==> src/rtl/bin2bcd_pkg.sv <==
// Shared types and constants for the sequential binary-to-BCD converter.
package bin2bcd_pkg;

    typedef enum logic [1:0] {
        IDLE  = 2'd0,
        SHIFT = 2'd1,
        DONE  = 2'd2
    } bcd_state_e;

    localparam int         BCD_DIGIT_W = 4;
    localparam logic [3:0] BCD_NINE    = 4'd9;

    // Bit counter must hold BIN_W-1, the number of shifts left after loading.
    function automatic int cnt_width(input int bin_w);
        return $clog2(bin_w);
    endfunction

endpackage

==> src/rtl/bin2bcd_seq_digit.sv <==
// Double-dabble correction cell: a BCD digit above 4 gets 3 added so that the
// following left shift carries correctly into the next decimal digit.
module bcd_dabble_digit
    import bin2bcd_pkg::*;
(
    input  logic [BCD_DIGIT_W-1:0] digit_in,
    output logic [BCD_DIGIT_W-1:0] digit_out
);

    // Add-3-if-greater-than-4 adjustment.
    always_comb begin
        digit_out = (digit_in > 4'd4) ? (digit_in + 4'd3) : digit_in;
    end

endmodule

==> src/rtl/bin2bcd_seq.sv <==
// Sequential binary-to-BCD converter, one input bit per clock (double dabble).
// Produces DIGITS packed BCD digits, a sticky overflow flag and a leading-zero
// mask for display blanking; results are registered on entry to DONE.
module bin2bcd_seq
    import bin2bcd_pkg::*;
#(
    parameter int BIN_W    = 16,
    parameter int DIGITS   = 5,
    parameter bit SATURATE = 1'b1
) (
    input  logic                        clk,
    input  logic                        rst_n,
    input  logic                        start,
    input  logic [BIN_W-1:0]            bin,
    output logic                        busy,
    output logic                        done,
    output logic [BCD_DIGIT_W*DIGITS-1:0] bcd,
    output logic                        overflow,
    output logic [DIGITS-1:0]           digit_en
);

    localparam int ACC_W = BCD_DIGIT_W * DIGITS;
    localparam int CNT_W = cnt_width(BIN_W);

    bcd_state_e        state_reg;
    logic [ACC_W-1:0]  acc_reg;
    logic [ACC_W-1:0]  acc_adj;
    logic [ACC_W-1:0]  acc_shifted;
    logic [ACC_W-1:0]  bcd_final;
    logic [BIN_W-1:0]  sr_reg;
    logic [CNT_W-1:0]  cnt_reg;
    logic              ovf_reg;
    logic              ovf_next;
    logic [DIGITS-1:0] digit_nz;
    logic [DIGITS-1:0] en_final;

    // One correction cell per accumulator digit; also flag non-zero digits of
    // the post-shift value for the leading-zero mask.
    generate
        for (genvar gi = 0; gi < DIGITS; gi++) begin : g_digit
            bcd_dabble_digit u_digit (
                .digit_in  (acc_reg[gi*BCD_DIGIT_W +: BCD_DIGIT_W]),
                .digit_out (acc_adj[gi*BCD_DIGIT_W +: BCD_DIGIT_W])
            );
            assign digit_nz[gi] = |acc_shifted[gi*BCD_DIGIT_W +: BCD_DIGIT_W];
        end
    endgenerate

    // Next binary bit enters the LSD; the bit leaving the top digit is overflow.
    assign acc_shifted = {acc_adj[ACC_W-2:0], sr_reg[BIN_W-1]};
    assign ovf_next    = ovf_reg | acc_adj[ACC_W-1];

    // Final result and blanking mask, computed from the value after the last shift.
    always_comb begin
        logic any_hi;
        bcd_final = acc_shifted;
        en_final  = '0;
        any_hi    = 1'b0;
        if (SATURATE && ovf_next) begin
            for (int k = 0; k < DIGITS; k++) begin
                bcd_final[k*BCD_DIGIT_W +: BCD_DIGIT_W] = BCD_NINE;
            end
            en_final = '1;
        end else begin
            for (int k = DIGITS - 1; k >= 0; k--) begin
                any_hi      = any_hi | digit_nz[k];
                en_final[k] = any_hi;
            end
            en_final[0] = 1'b1;
        end
    end

    // Control FSM, datapath registers and registered outputs.
    always_ff @(posedge clk or negedge rst_n) begin
        if (!rst_n) begin
            state_reg <= IDLE;
            acc_reg   <= '0;
            sr_reg    <= '0;
            cnt_reg   <= '0;
            ovf_reg   <= 1'b0;
            busy      <= 1'b0;
            done      <= 1'b0;
            bcd       <= '0;
            overflow  <= 1'b0;
            digit_en  <= DIGITS'(1);
        end else begin
            done <= 1'b0;
            case (state_reg)
                IDLE: begin
                    if (start) begin
                        sr_reg    <= bin;
                        acc_reg   <= '0;
                        ovf_reg   <= 1'b0;
                        cnt_reg   <= CNT_W'(BIN_W - 1);
                        busy      <= 1'b1;
                        state_reg <= SHIFT;
                    end
                end
                SHIFT: begin
                    acc_reg <= acc_shifted;
                    sr_reg  <= {sr_reg[BIN_W-2:0], 1'b0};
                    ovf_reg <= ovf_next;
                    if (cnt_reg == '0) begin
                        bcd       <= bcd_final;
                        overflow  <= ovf_next;
                        digit_en  <= en_final;
                        done      <= 1'b1;
                        busy      <= 1'b0;
                        state_reg <= DONE;
                    end else begin
                        cnt_reg <= cnt_reg - 1'b1;
                    end
                end
                DONE: begin
                    // A request here starts the next conversion back-to-back.
                    if (start) begin
                        sr_reg    <= bin;
                        acc_reg   <= '0;
                        ovf_reg   <= 1'b0;
                        cnt_reg   <= CNT_W'(BIN_W - 1);
                        busy      <= 1'b1;
                        state_reg <= SHIFT;
                    end else begin
                        state_reg <= IDLE;
                    end
                end
                default: begin
                    state_reg <= IDLE;
                    busy      <= 1'b0;
                end
            endcase
        end
    end

endmodule
==> config.mk <==
export PLATFORM = sky130hd
export DESIGN_NAME = bin2bcd_seq
export DESIGN_NICKNAME = d
export VERILOG_FILES = /design/src/rtl/bin2bcd_pkg.sv /design/src/rtl/bin2bcd_seq_digit.sv /design/src/rtl/bin2bcd_seq.sv
export SDC_FILE = /design/constraint.sdc
export NUM_CORES = 1
export LEC_CHECK = 0
export CAP_MARGIN = 20
export CORE_MARGIN = 5
export CORE_UTILIZATION = 35
export CTS_CLUSTER_SIZE = 8
export DETAILED_ROUTE_END_ITERATION = 10
export REMOVE_ABC_BUFFERS = 1
export SKIP_CTS_REPAIR_TIMING = 1
export SYNTH_ARGS = -nofsm -noshare
export SYNTH_HDL_FRONTEND = slang
export SYNTH_SLANG_ARGS = --single-unit
export TNS_END_PERCENT = 20
==> constraint.sdc <==
create_clock -name clk -period 4.7 [get_ports clk]
set_input_delay 0.705 -clock clk [delete_from_list [all_inputs] [get_ports clk]]
set_output_delay 0.705 -clock clk [all_outputs]
set_load 0.005 [all_outputs]
==> impl_summary.txt <==
----------------------------------------------------
[Outcome]
  Result of the run ... finished clean

[Logic synthesis]
  Leading register cell type out of synthesis ... dfrtp_1
  Sequential-to-total area share from yosys stat ... 50.05%
  Distinct cells, synth ... 48
  Flip-flop and latch count after synthesis ... 70
  Cell type contributing the most total cell area after synthesis ... dfrtp_1
  Post-synth EDFFs ... 0
  Netlist area before placement ... 3500 um^2
  Synth warn ... 0
  Synthesized area per cell ... 9.775 um^2
  Synth Instances ... 358
  Async SR Flop Fraction ... 100.0%
  Share of the synthesized area in the top cell type ... 50.05%
  Top post-synthesis cells by area ... dfrtp_1, o21ai_0, nand2_1

[CTS]
  Depth of the CTS H-tree ... 3
  Clock latency reported for the late side of the worst-skew pair ... 0.35 ns
  TritonCTS clock tree ... done
  Clock Path Buffers ... 2
  CTS Root Buffer Type ... clkbuf_8
  TritonCTS Sinks ... 70
  Number of buffers created by CTS ... 9
  Clock transition time at the flip-flop clock pins of the worst setup and hold paths ... 0.07 ns

[Finish]
  Area Growth Syn to Fin ... 21.95%
  Combined area of the multi-input logic cells ... 1593 um^2
  Count of fill cells added during filler insertion ... 975
  Most used cells in the layout excluding fill and tap cells ... dfrtp_1, nand2_1, o21ai_0, clkdlybuf4s50_1, nor2_1
  Final Non-Filler Cells ... 539
  Core Util, Final ... 43.66%
  Layout cell share with drive strength beyond 1 ... 10.59%
  Leading cell type in the layout, fill and taps excluded ... dfrtp_1
  Summed area of non-filler cells in the final layout ... 4268 um^2
  Number of diodes added for antenna fixing ... 0
  Footprint of the flip-flops and latches ... 1752 um^2
  Final layout net count ... 430

[Drt]
  Number of remaining DRC errors ... 0
  Antenna-violating nets left ... 0
  Number of DRC markers in iteration 0 ... 104
  Avg Vias per Cell ... 5.020
  DR pass1 iterations ... 5
  Vias ... 2,706
  Average routed wire per standard cell ... 14.45 um
  Total length of routed wires ... 7788 um

[Floorplanning]
  Initial Util ... 35.80%
  Cell row count ... 36
  Die boundary width ... 110.0 um
  Die Footprint ... 12,100 um^2
  Core area ... 9774 um^2
  Number of top-level pins ... 47
  Chip height ... 110.0 um

[GRT]
  Overflow after GRT ... 0
  Number of antenna violations at the first check in global routing ... 0
  First-pass GRT wire length ... 13,200 um
  Largest net degree at the start of global routing ... 46
  Overall Global Routing Usage ... 13.96%
  Number of global-route vias before repair ... 2,704

[STA]
  Final Hold Violating Endpoints ... 0
  Slew Viols, Final ... 0
  Setup repair after global routing missed its margin ... false
  Fraction of the cycle the final worst path needs ... 59.70%
  Setup TNS Final ... 0 ns
  Min Tclk post-route ... 2.806 ns
  Max-slew headroom at the worst pin ... 32.93%
  Worst Max-Slew Pin Slew ... 1.006 ns
  Clock Skews ... 0.007836 ns
  Maximum frequency from static timing analysis ... 0.3564 GHz
  Count of endpoints failing setup in the final report ... 0

[Power and ir drop]
  LEAKAGE ... 0.001931 uW
  Power density relative to cell area ... 698.1 nW/um^2
  Peak supply drop ... 0.2308 mV
  Total power draw ... 2979 uW

[Place]
  Total instance count after detailed placement ... 522
  Final HPWL DP ... 5249 um
  Buffers on Ports ... 45
  Instance area at placement ... 4043 um^2
  Final RePlAce weighted congestion ... 0.8014

[Setup path]
  Data required, critical path ... 4.92 ns
  CP Class ... reg -> reg
  Critical Path Source Type ... flop
  Element type at the critical path end ... flop
  Arrival time of data at the critical path endpoint ... 3.02 ns
  Critical Path Fanout Max ... 23

[Hold path]
  Path type of the worst min-delay path ... in -> async

[Job]
  Max Cap Violations ... 0

----------------------------------------------------
layer usage:
metal,part of all wire (%),GRT usage [%]
met5,0,0
met4,1.9,4.452
met3,5.3,5.009
met2,45,21.88
met1,47,18.00
synth_stat cells, types with 2 or more instances:
cell type and instances:
dfrtp_1 70, nand2_1 57, o21ai_0 49, nor2_1 24, mux2i_1 19, inv_1 16
a21oi_1 10, ha_1 10, o31ai_2 8, a22o_1 7, nor2b_1 7, buf_2 6
nor3_1 6, a31oi_1 5, clkbuf_1 5, nand3_1 5, xnor2_1 5, buf_4 4
nand2b_1 4, o21ai_1 4, a211o_1 2, a211oi_2 2, a21o_1 2, nor3b_1 2
nor4_1 2, o211a_1 2, o21ai_2 2, or2_2 2, or3_1 2
through the flow:
stage | hold WS [ns] | worst slack [ns]
finish | 0.3295 | 1.894
global placement | 0.4507 | 1.869
detailed placement | 0.4586 | 1.813
global route | 0.3598 | 1.602
floorplan | 0.4094 | 1.799
CTS | 0.4767 | 1.849
final timing paths:
check | start | end | slack, ns | depth (start not counted)
max in group asynchronous | rst_n | acc_reg[0]$_DFFE_PN0P_ | 3.42 | 3
max | state_reg[0]$_DFFE_PN0P_ | digit_en[1]$_DFFE_PN0P_ | 1.89 | 6
min in group clk | bcd[15]$_DFFE_PN0P_ | bcd[15]$_DFFE_PN0P_ | 0.47 | 2
min | rst_n | bcd[13]$_DFFE_PN0P_ | 0.33 | 1
max reg2reg | state_reg[0]$_DFFE_PN0P_ | digit_en[1]$_DFFE_PN0P_ | 1.89 | 6
min reg2reg | bcd[15]$_DFFE_PN0P_ | bcd[15]$_DFFE_PN0P_ | 0.47 | 2
power by group:
| part | switching (uW) | internal (uW) |
|---|---|---|
| Combinational | 715 | 641 |
| Sequential | 259 | 874 |
| Clock | 228 | 263 |
| Total | 1200 | 1780 |
critical path, cell delays in order (launching register included):
cell,delay (ns)
dfrtp_1,1.01
nor2b_2,0.62
nand2_1,0.16
inv_2,0.34
nand2_1,0.11
a211oi_2,0.29
a31oi_1,0.13
cell families (layout without fill, tap and decap cells):
group / Yosys count / count (layout) / share of synthesized area, %
muxes: 21 / 21 / 6.400
xor gates and xnor gates: 5 / 5 / 1.251
adders and majority gates: 10 / 10 / 3.575
other: 1 / 1 / 0.1072
buffers and inverters: 34 / 82 / 4.505
AOI/OAI and AO/OA: 100 / 100 / 18.84
and+or+nand+nor: 117 / 117 / 15.27
DFF: 70 / 70 / 50.05
layout make-up:
type | instances | area share (%)
clock inverters | 2 | 0.2932
flip-flops and latches | 70 | 41.04
multi-input cells | 254 | 37.32
clock buffers | 14 | 4.515
repair buffers | 49 | 11.43
well taps | 133 | 3.899
inverters | 17 | 1.495
Note: power is estimated with default switching activity, not from simulation.
